File: config.mk
export PLATFORM = sky130hd
export DESIGN_NAME = capture_ctrl_flat
export DESIGN_NICKNAME = d
export VERILOG_FILES = /design/src/rtl/capture_ctrl_if.sv /design/src/rtl/capture_ctrl.sv /design/src/flat_wrapper.sv
export SDC_FILE = /design/constraint.sdc
export NUM_CORES = 1
export LEC_CHECK = 0
export CAP_MARGIN = 30
export CORE_AREA = 2 2 76 78
export DETAILED_ROUTE_END_ITERATION = 6
export DIE_AREA = 0 0 78 80
export GPL_ROUTABILITY_DRIVEN = 0
export PLACE_DENSITY_LB_ADDON = 0.08
export SYNTH_ARGS = -nofsm -noshare
export SYNTH_HDL_FRONTEND = slang
export SYNTH_SLANG_ARGS = --single-unit
File: constraint.sdc
create_clock -name pclk -period 2.1 [get_ports pclk]
set_input_delay 0.21 -clock pclk [delete_from_list [all_inputs] [get_ports pclk]]
set_output_delay 0.21 -clock pclk [all_outputs]
set_load 0.01 [all_outputs]
File: src/rtl/capture_ctrl_if.sv
// Capture-control bus: start/stop requests, camera sync, datapath write strobe,
// and the gated frame-buffer write plus status returned by the controller.
interface capture_ctrl_if #(
    parameter int ADDR_W = 17,
    parameter int SKIP_W = 4
) ();
    logic              start;
    logic              stop;
    logic              continuous;
    logic [SKIP_W-1:0] skip;
    logic              vsync;
    logic              href;
    logic              cap_we;
    logic [ADDR_W-1:0] cap_addr;
    logic              mem_we;
    logic              busy;
    logic              frame_done;
    logic [2:0]        err;
    logic [7:0]        line_cnt;
    logic [7:0]        frame_cnt;

    modport master (
        output start, stop, continuous, skip, vsync, href, cap_we, cap_addr,
        input  mem_we, busy, frame_done, err, line_cnt, frame_cnt
    );

    modport slave (
        input  start, stop, continuous, skip, vsync, href, cap_we, cap_addr,
        output mem_we, busy, frame_done, err, line_cnt, frame_cnt
    );
endinterface

File: src/rtl/capture_ctrl.sv
// Camera capture sequencer: arms on a frame boundary, skips settling frames,
// gates frame-buffer writes and reports per-frame pixel/address status.
module capture_ctrl #(
    parameter int H_PIX   = 320,
    parameter int V_LINES = 240,
    parameter int ADDR_W  = 17,
    parameter int SKIP_W  = 4
) (
    input  logic          pclk,
    input  logic          rst,
    capture_ctrl_if.slave bus
);
    localparam int TOTAL = H_PIX * V_LINES;
    localparam int PIX_W = $clog2(TOTAL + 1);
    localparam logic [PIX_W-1:0] TOTAL_C = PIX_W'(TOTAL);

    typedef enum logic [1:0] {IDLE, SYNC, CAPT} state_t;

    state_t            state_q, state_d;
    logic              vs_q, hr_q;
    logic [SKIP_W-1:0] skip_cnt_q, skip_cnt_d;
    logic [PIX_W-1:0]  pix_cnt_q, pix_cnt_d;
    logic [7:0]        line_cnt_q, line_cnt_d;
    logic [7:0]        frame_cnt_q, frame_cnt_d;
    logic [2:0]        err_q, err_d;
    logic              long_q, long_d;
    logic              mis_q, mis_d;
    logic              stop_pend_q, stop_pend_d;
    logic              done_q, done_d;

    logic vs_fall, vs_rise, hr_fall, in_range;

    assign vs_fall  = vs_q & ~bus.vsync;
    assign vs_rise  = ~vs_q & bus.vsync;
    assign hr_fall  = hr_q & ~bus.href;
    assign in_range = pix_cnt_q < TOTAL_C;

    always_comb begin
        state_d     = state_q;
        skip_cnt_d  = skip_cnt_q;
        pix_cnt_d   = pix_cnt_q;
        line_cnt_d  = line_cnt_q;
        frame_cnt_d = frame_cnt_q;
        err_d       = err_q;
        long_d      = long_q;
        mis_d       = mis_q;
        stop_pend_d = stop_pend_q;
        done_d      = 1'b0;
        unique case (state_q)
            IDLE: begin
                if (bus.start && !bus.stop) begin
                    state_d     = SYNC;
                    skip_cnt_d  = bus.skip;
                    err_d       = '0;
                    frame_cnt_d = '0;
                end
            end
            SYNC: begin
                if (bus.stop) begin
                    state_d = IDLE;
                end else if (vs_fall) begin
                    if (skip_cnt_q != '0) begin
                        skip_cnt_d = skip_cnt_q - SKIP_W'(1);
                    end else begin
                        state_d    = CAPT;
                        pix_cnt_d  = '0;
                        line_cnt_d = '0;
                        long_d     = 1'b0;
                        mis_d      = 1'b0;
                    end
                end
            end
            CAPT: begin
                if (bus.cap_we) begin
                    if (in_range) pix_cnt_d = pix_cnt_q + PIX_W'(1);
                    else          long_d    = 1'b1;
                    if (bus.cap_addr != ADDR_W'(pix_cnt_q)) mis_d = 1'b1;
                end
                if (hr_fall && line_cnt_q != 8'hFF) line_cnt_d = line_cnt_q + 8'd1;
                if (bus.stop) stop_pend_d = 1'b1;
                // Frame end uses the flags accumulated up to the previous cycle.
                if (vs_rise) begin
                    err_d  = {mis_q, long_q, in_range};
                    done_d = 1'b1;
                    if (frame_cnt_q != 8'hFF) frame_cnt_d = frame_cnt_q + 8'd1;
                    if (bus.continuous && !stop_pend_q && !bus.stop) begin
                        state_d    = SYNC;
                        skip_cnt_d = bus.skip;
                    end else begin
                        state_d     = IDLE;
                        stop_pend_d = 1'b0;
                    end
                end
            end
            default: state_d = IDLE;
        endcase
    end

    always_ff @(posedge pclk or posedge rst) begin
        if (rst) begin
            state_q     <= IDLE;
            vs_q        <= 1'b0;
            hr_q        <= 1'b0;
            skip_cnt_q  <= '0;
            pix_cnt_q   <= '0;
            line_cnt_q  <= '0;
            frame_cnt_q <= '0;
            err_q       <= '0;
            long_q      <= 1'b0;
            mis_q       <= 1'b0;
            stop_pend_q <= 1'b0;
            done_q      <= 1'b0;
        end else begin
            state_q     <= state_d;
            vs_q        <= bus.vsync;
            hr_q        <= bus.href;
            skip_cnt_q  <= skip_cnt_d;
            pix_cnt_q   <= pix_cnt_d;
            line_cnt_q  <= line_cnt_d;
            frame_cnt_q <= frame_cnt_d;
            err_q       <= err_d;
            long_q      <= long_d;
            mis_q       <= mis_d;
            stop_pend_q <= stop_pend_d;
            done_q      <= done_d;
        end
    end

    // Zero-latency gate keeps the write enable aligned with the datapath address/data.
    assign bus.mem_we     = bus.cap_we & (state_q == CAPT) & in_range;
    assign bus.busy       = (state_q != IDLE);
    assign bus.frame_done = done_q;
    assign bus.err        = err_q;
    assign bus.line_cnt   = line_cnt_q;
    assign bus.frame_cnt  = frame_cnt_q;
endmodule
File: src/flat_wrapper.sv
// flat-port wrapper written by rule: the top's interface ports become plain ports
module capture_ctrl_flat 
#(
    parameter int H_PIX   = 320,
    parameter int V_LINES = 240,
    parameter int ADDR_W  = 17,
    parameter int SKIP_W  = 4
)
  (pclk, rst, bus_start, bus_stop, bus_continuous, bus_skip, bus_vsync, bus_href, bus_cap_we, bus_cap_addr, bus_mem_we, bus_busy, bus_frame_done, bus_err, bus_line_cnt, bus_frame_cnt);
  capture_ctrl_if #(.ADDR_W(ADDR_W), .SKIP_W(SKIP_W)) bus_i ();
  input  logic pclk;
  input  logic rst;
  input wire logic [$bits(bus_i.start)-1:0] bus_start;
  input wire logic [$bits(bus_i.stop)-1:0] bus_stop;
  input wire logic [$bits(bus_i.continuous)-1:0] bus_continuous;
  input wire logic [$bits(bus_i.skip)-1:0] bus_skip;
  input wire logic [$bits(bus_i.vsync)-1:0] bus_vsync;
  input wire logic [$bits(bus_i.href)-1:0] bus_href;
  input wire logic [$bits(bus_i.cap_we)-1:0] bus_cap_we;
  input wire logic [$bits(bus_i.cap_addr)-1:0] bus_cap_addr;
  output wire logic [$bits(bus_i.mem_we)-1:0] bus_mem_we;
  output wire logic [$bits(bus_i.busy)-1:0] bus_busy;
  output wire logic [$bits(bus_i.frame_done)-1:0] bus_frame_done;
  output wire logic [$bits(bus_i.err)-1:0] bus_err;
  output wire logic [$bits(bus_i.line_cnt)-1:0] bus_line_cnt;
  output wire logic [$bits(bus_i.frame_cnt)-1:0] bus_frame_cnt;
  assign bus_i.start = bus_start;
  assign bus_i.stop = bus_stop;
  assign bus_i.continuous = bus_continuous;
  assign bus_i.skip = bus_skip;
  assign bus_i.vsync = bus_vsync;
  assign bus_i.href = bus_href;
  assign bus_i.cap_we = bus_cap_we;
  assign bus_i.cap_addr = bus_cap_addr;
  assign bus_mem_we = bus_i.mem_we;
  assign bus_busy = bus_i.busy;
  assign bus_frame_done = bus_i.frame_done;
  assign bus_err = bus_i.err;
  assign bus_line_cnt = bus_i.line_cnt;
  assign bus_frame_cnt = bus_i.frame_cnt;
  capture_ctrl #(.H_PIX(H_PIX), .V_LINES(V_LINES), .ADDR_W(ADDR_W), .SKIP_W(SKIP_W)) u_core (.pclk(pclk), .rst(rst), .bus(bus_i));
endmodule
==> impl_metrics.csv <==
group,metric,value,unit
critical_path,crit_arrival,2.14,ns
logic_synthesis,synth_area,2750,um^2
timing,post-route-period-util,91.5,%
clocking,path_clk_slew,0.09,ns
global_route,grt_max_degree,49,
cells_and_area,layout.cells.most_common_list,"clkdlybuf4s50_1, dfrtp_1, nand3_1, a21oi_1, nand2_1",
detailed_routing,avgRoutedWirePerCell,15.6,um
power_and_ir_drop,cellLeakagePower,1.46,nW
global_route,overflow,0,
critical_path,worstPathRequired,2.32,ns
detailed_routing,met2_length,3270,um
place,io_buffer_count,50,
power_and_ir_drop,ir_drop,0.335,mV
timing,setup_viol,0,
logic_synthesis,synth_seq_area_share,43.6,%
timing,finalMaxSlewViolations,0,
logic_synthesis,syn_inst,292,
detailed_routing,met3_length,239,um
detailed_routing,routed_via_density,5.86,
die,die_y,80,um
die,core,5410,um^2
logic_synthesis,synth_ff_type,"dfrtp_1",
die,die_area,6240,um^2
critical_path,start_kind,"register",
global_route,grt_use_total,22.7,%
job,maxCapViolations,0,
timing,fin_crit,1.92,ns
critical_path,rr_worst_depth,5,
logic_synthesis,yosys_warnings,0,
clocking,ctsHoldBuffers,0,
place,hpwlAfterDp,4940,um
critical_path,cp_max_fo,6,
die,initial_core_util,50.9,%
critical_path,cp.buffers_inverters,0,
cells_and_area,num-nets-final,389,
clocking,clockBufferDepth,2,
logic_synthesis,synth_edf_count,0,
clocking,numCtsBuffers,5,
critical_path,crit_type,"reg2reg",
global_route,antenna_found_initial,0,
timing,clock_skew,0.00920,ns
worst_hold_path,min_path_type,"in2async",
cells_and_area,layout-drive-gt1-share,9.55,%
detailed_routing,drt_iter0_drc,132,
cells_and_area,areaGrowthSynthToFinish,28.0,%
clocking,h-tree-depth,2,
critical_path,max_stage_delay,0.50,ns
critical_path,crit_path_cell_trace,"ha_1 > nand3_1 > o311ai_0 > nand2_1 > a31oi_1",
logic_synthesis,syn_nets,326,
global_route,grt_pass1_vias,2409,
critical_path,critPathTopFamily,"compound AO/OA/AOI/OAI gates",
clocking,clock_latency,0.30,ns
detailed_routing,remaining_drc_errors,0,
die,ioPinCount,51,
timing,worst_pin_slew,0.603,ns
detailed_routing,drt-total-wl,6660,um
clocking,clockRootBuffer,"clkbuf_8",
logic_synthesis,post_synth.cell_area_avg,9.43,um^2
timing,finalHoldViolCount,0,
global_route,grt_pass1_wl,11400,um
logic_synthesis,ys_ff_latch,48,
logic_synthesis,yosysUniqueCellTypes,46,
clocking,numClockSinks,48,
detailed_routing,vias,2508,
critical_path,cp_num_cells,5,
timing,max_freq,0.521,GHz
timing,fin_tns_setup,0,ns
critical_path,critPathCaptureType,"register",
timing,grt_setup_unrepaired,"false",
die,die_w,78,um
cells_and_area,utilization,65.2,%
detailed_routing,ant_nets,0,
cells_and_area,antennaDiodeCount,0,
detailed_routing,highest_layer,"met4",
clocking,cts_tree,"yes",
timing,timing.slew.headroom,59.8,%
logic_synthesis,synth-async-reset-ratio,100,%
power_and_ir_drop,p_per_area,631,nW/um^2
outcome,status,"completed",
critical_path,worst_path_max_delay_cell,"o311ai_0",
cells_and_area,layout_commonest_cell,"clkdlybuf4s50_1",
detailed_routing,m1WireLength,3100,um
die,row_count,27,
detailed_routing,drt-pass1-iter-count,4,
-- Yosys cell counts (all sizes together), types with 2 or more instances --
master,count,area [um^2]
o21a,6,52.6
a2bb2oi,2,17.5
o31ai,17,128
nor2b,5,31.3
o311ai,2,17.5
a21oi,21,105
o311a,2,20.0
or4,9,67.6
and2,5,31.3
mux2i,7,70.1
nand4,8,50.1
or4b,2,20.0
buf,2,16.3
nor2,10,40.0
nand2,20,75.1
nor3b,3,22.5
nor3,5,25.0
nand3,21,105
dfrtp,48,1200
and4,2,17.5
xnor2,15,131
ha,5,62.6
nand3b,2,15.0
xor2,2,17.5
a41oi,2,17.5
a31oi,7,43.8
and3,9,56.3
nand2b,5,31.3
inv,6,22.5
a22o,4,35.0
clkbuf,11,41.3
o21ai,17,85.1
-- flip-flops by register name, indices dropped and copies added, names as in the netlist --
signal,cells
u_core.bus.frame_cnt,8
u_core.stop_pend_q,1
u_core.bus.line_cnt,8
u_core.bus.err,3
u_core.pix_cnt_q,17
u_core.skip_cnt_q,4
u_core.bus.frame_done,1
u_core.mis_q,1
u_core.hr_q,1
u_core.state_q,2
u_core.vs_q,1
u_core.long_q,1
-- report_power, final --
group / leakage [nW] / total (W) / switching [W] / internal [W]
Clock: 0.0445 / 0.000572 / 0.000304 / 0.000268
Combinational: 0.767 / 0.000547 / 0.000269 / 0.000278
Sequential: 0.647 / 0.00111 / 0.0000877 / 0.00102
Total: 1.46 / 0.00223 / 0.000661 / 0.00156
-- area by class of cell --
type / count / area, um^2
multi-input cells: 225 / 1480
flip-flops and latches: 48 / 1200
fillers: 464 / 1880
repair buffers: 69 / 642
inverters: 6 / 22.5
clock inverters: 1 / 7.51
well taps: 72 / 90.1
clock buffers: 7 / 86.3
-- through the flow --
stage	hold WS [ns]	total power [W]	area [um^2]	setup WS [ns]	instances
floorplan	0.241	0.00145	2750	0.272	292
global placement	0.481	0.00166	3430	0.0863	420
detailed placement	0.486	0.00167	3430	0.0358	420
CTS	0.380	0.00224	3520	0.170	428
global route	0.389	0.00237	3520	0.00380	428
finish	0.373	0.00223	3520	0.180	428
-- routing by layer --
metal  up-vias  global-route usage [%]
li1       1228                       -
met5         -                       0
met1      1224                    31.6
met3         6                    3.17
met2        50                    37.8
met4         0                    4.91
-- tightest hold or removal path, cell delays in order --
cell and delay (ns):
clkdlybuf4s50_1 0.41, inv_2 0.05, buf_4 0.49
-- worst paths after layout --
kind	slack [ns]	to	startpoint
setup / recovery	0.18	u_core.bus.line_cnt[4]	u_core.bus.line_cnt[0]
hold / removal	0.37	u_core.mis_q	rst
setup reg to reg	0.18	u_core.bus.line_cnt[4]	u_core.bus.line_cnt[0]
hold reg to reg	0.50	u_core.mis_q	u_core.mis_q
max in group asynchronous	1.31	u_core.bus.line_cnt[3]	rst
min in group pclk	0.39	u_core.hr_q	bus_href
-- what timing repair did --
action	in CTS	in global routing
setup endpoints to repair	1	0
buffers inserted	0	0
hold endpoints to repair	0	0
gates resized for setup	3	0
-- kinds of logic (layout without fill, tap and decap cells) --
| kind of cell | after synthesis | count (layout) | share of synthesized area [%] |
|---|---|---|---|
| simple gates | 111 | 111 | 22.8 |
| mux | 7 | 7 | 2.54 |
| xor+xnor | 17 | 17 | 5.41 |
| compound gates | 85 | 85 | 20.4 |
| fa+ha+maj | 5 | 5 | 2.27 |
| buf+inv | 19 | 83 | 2.91 |
| flops | 48 | 48 | 43.6 |
(Power assumes the default switching activity.)
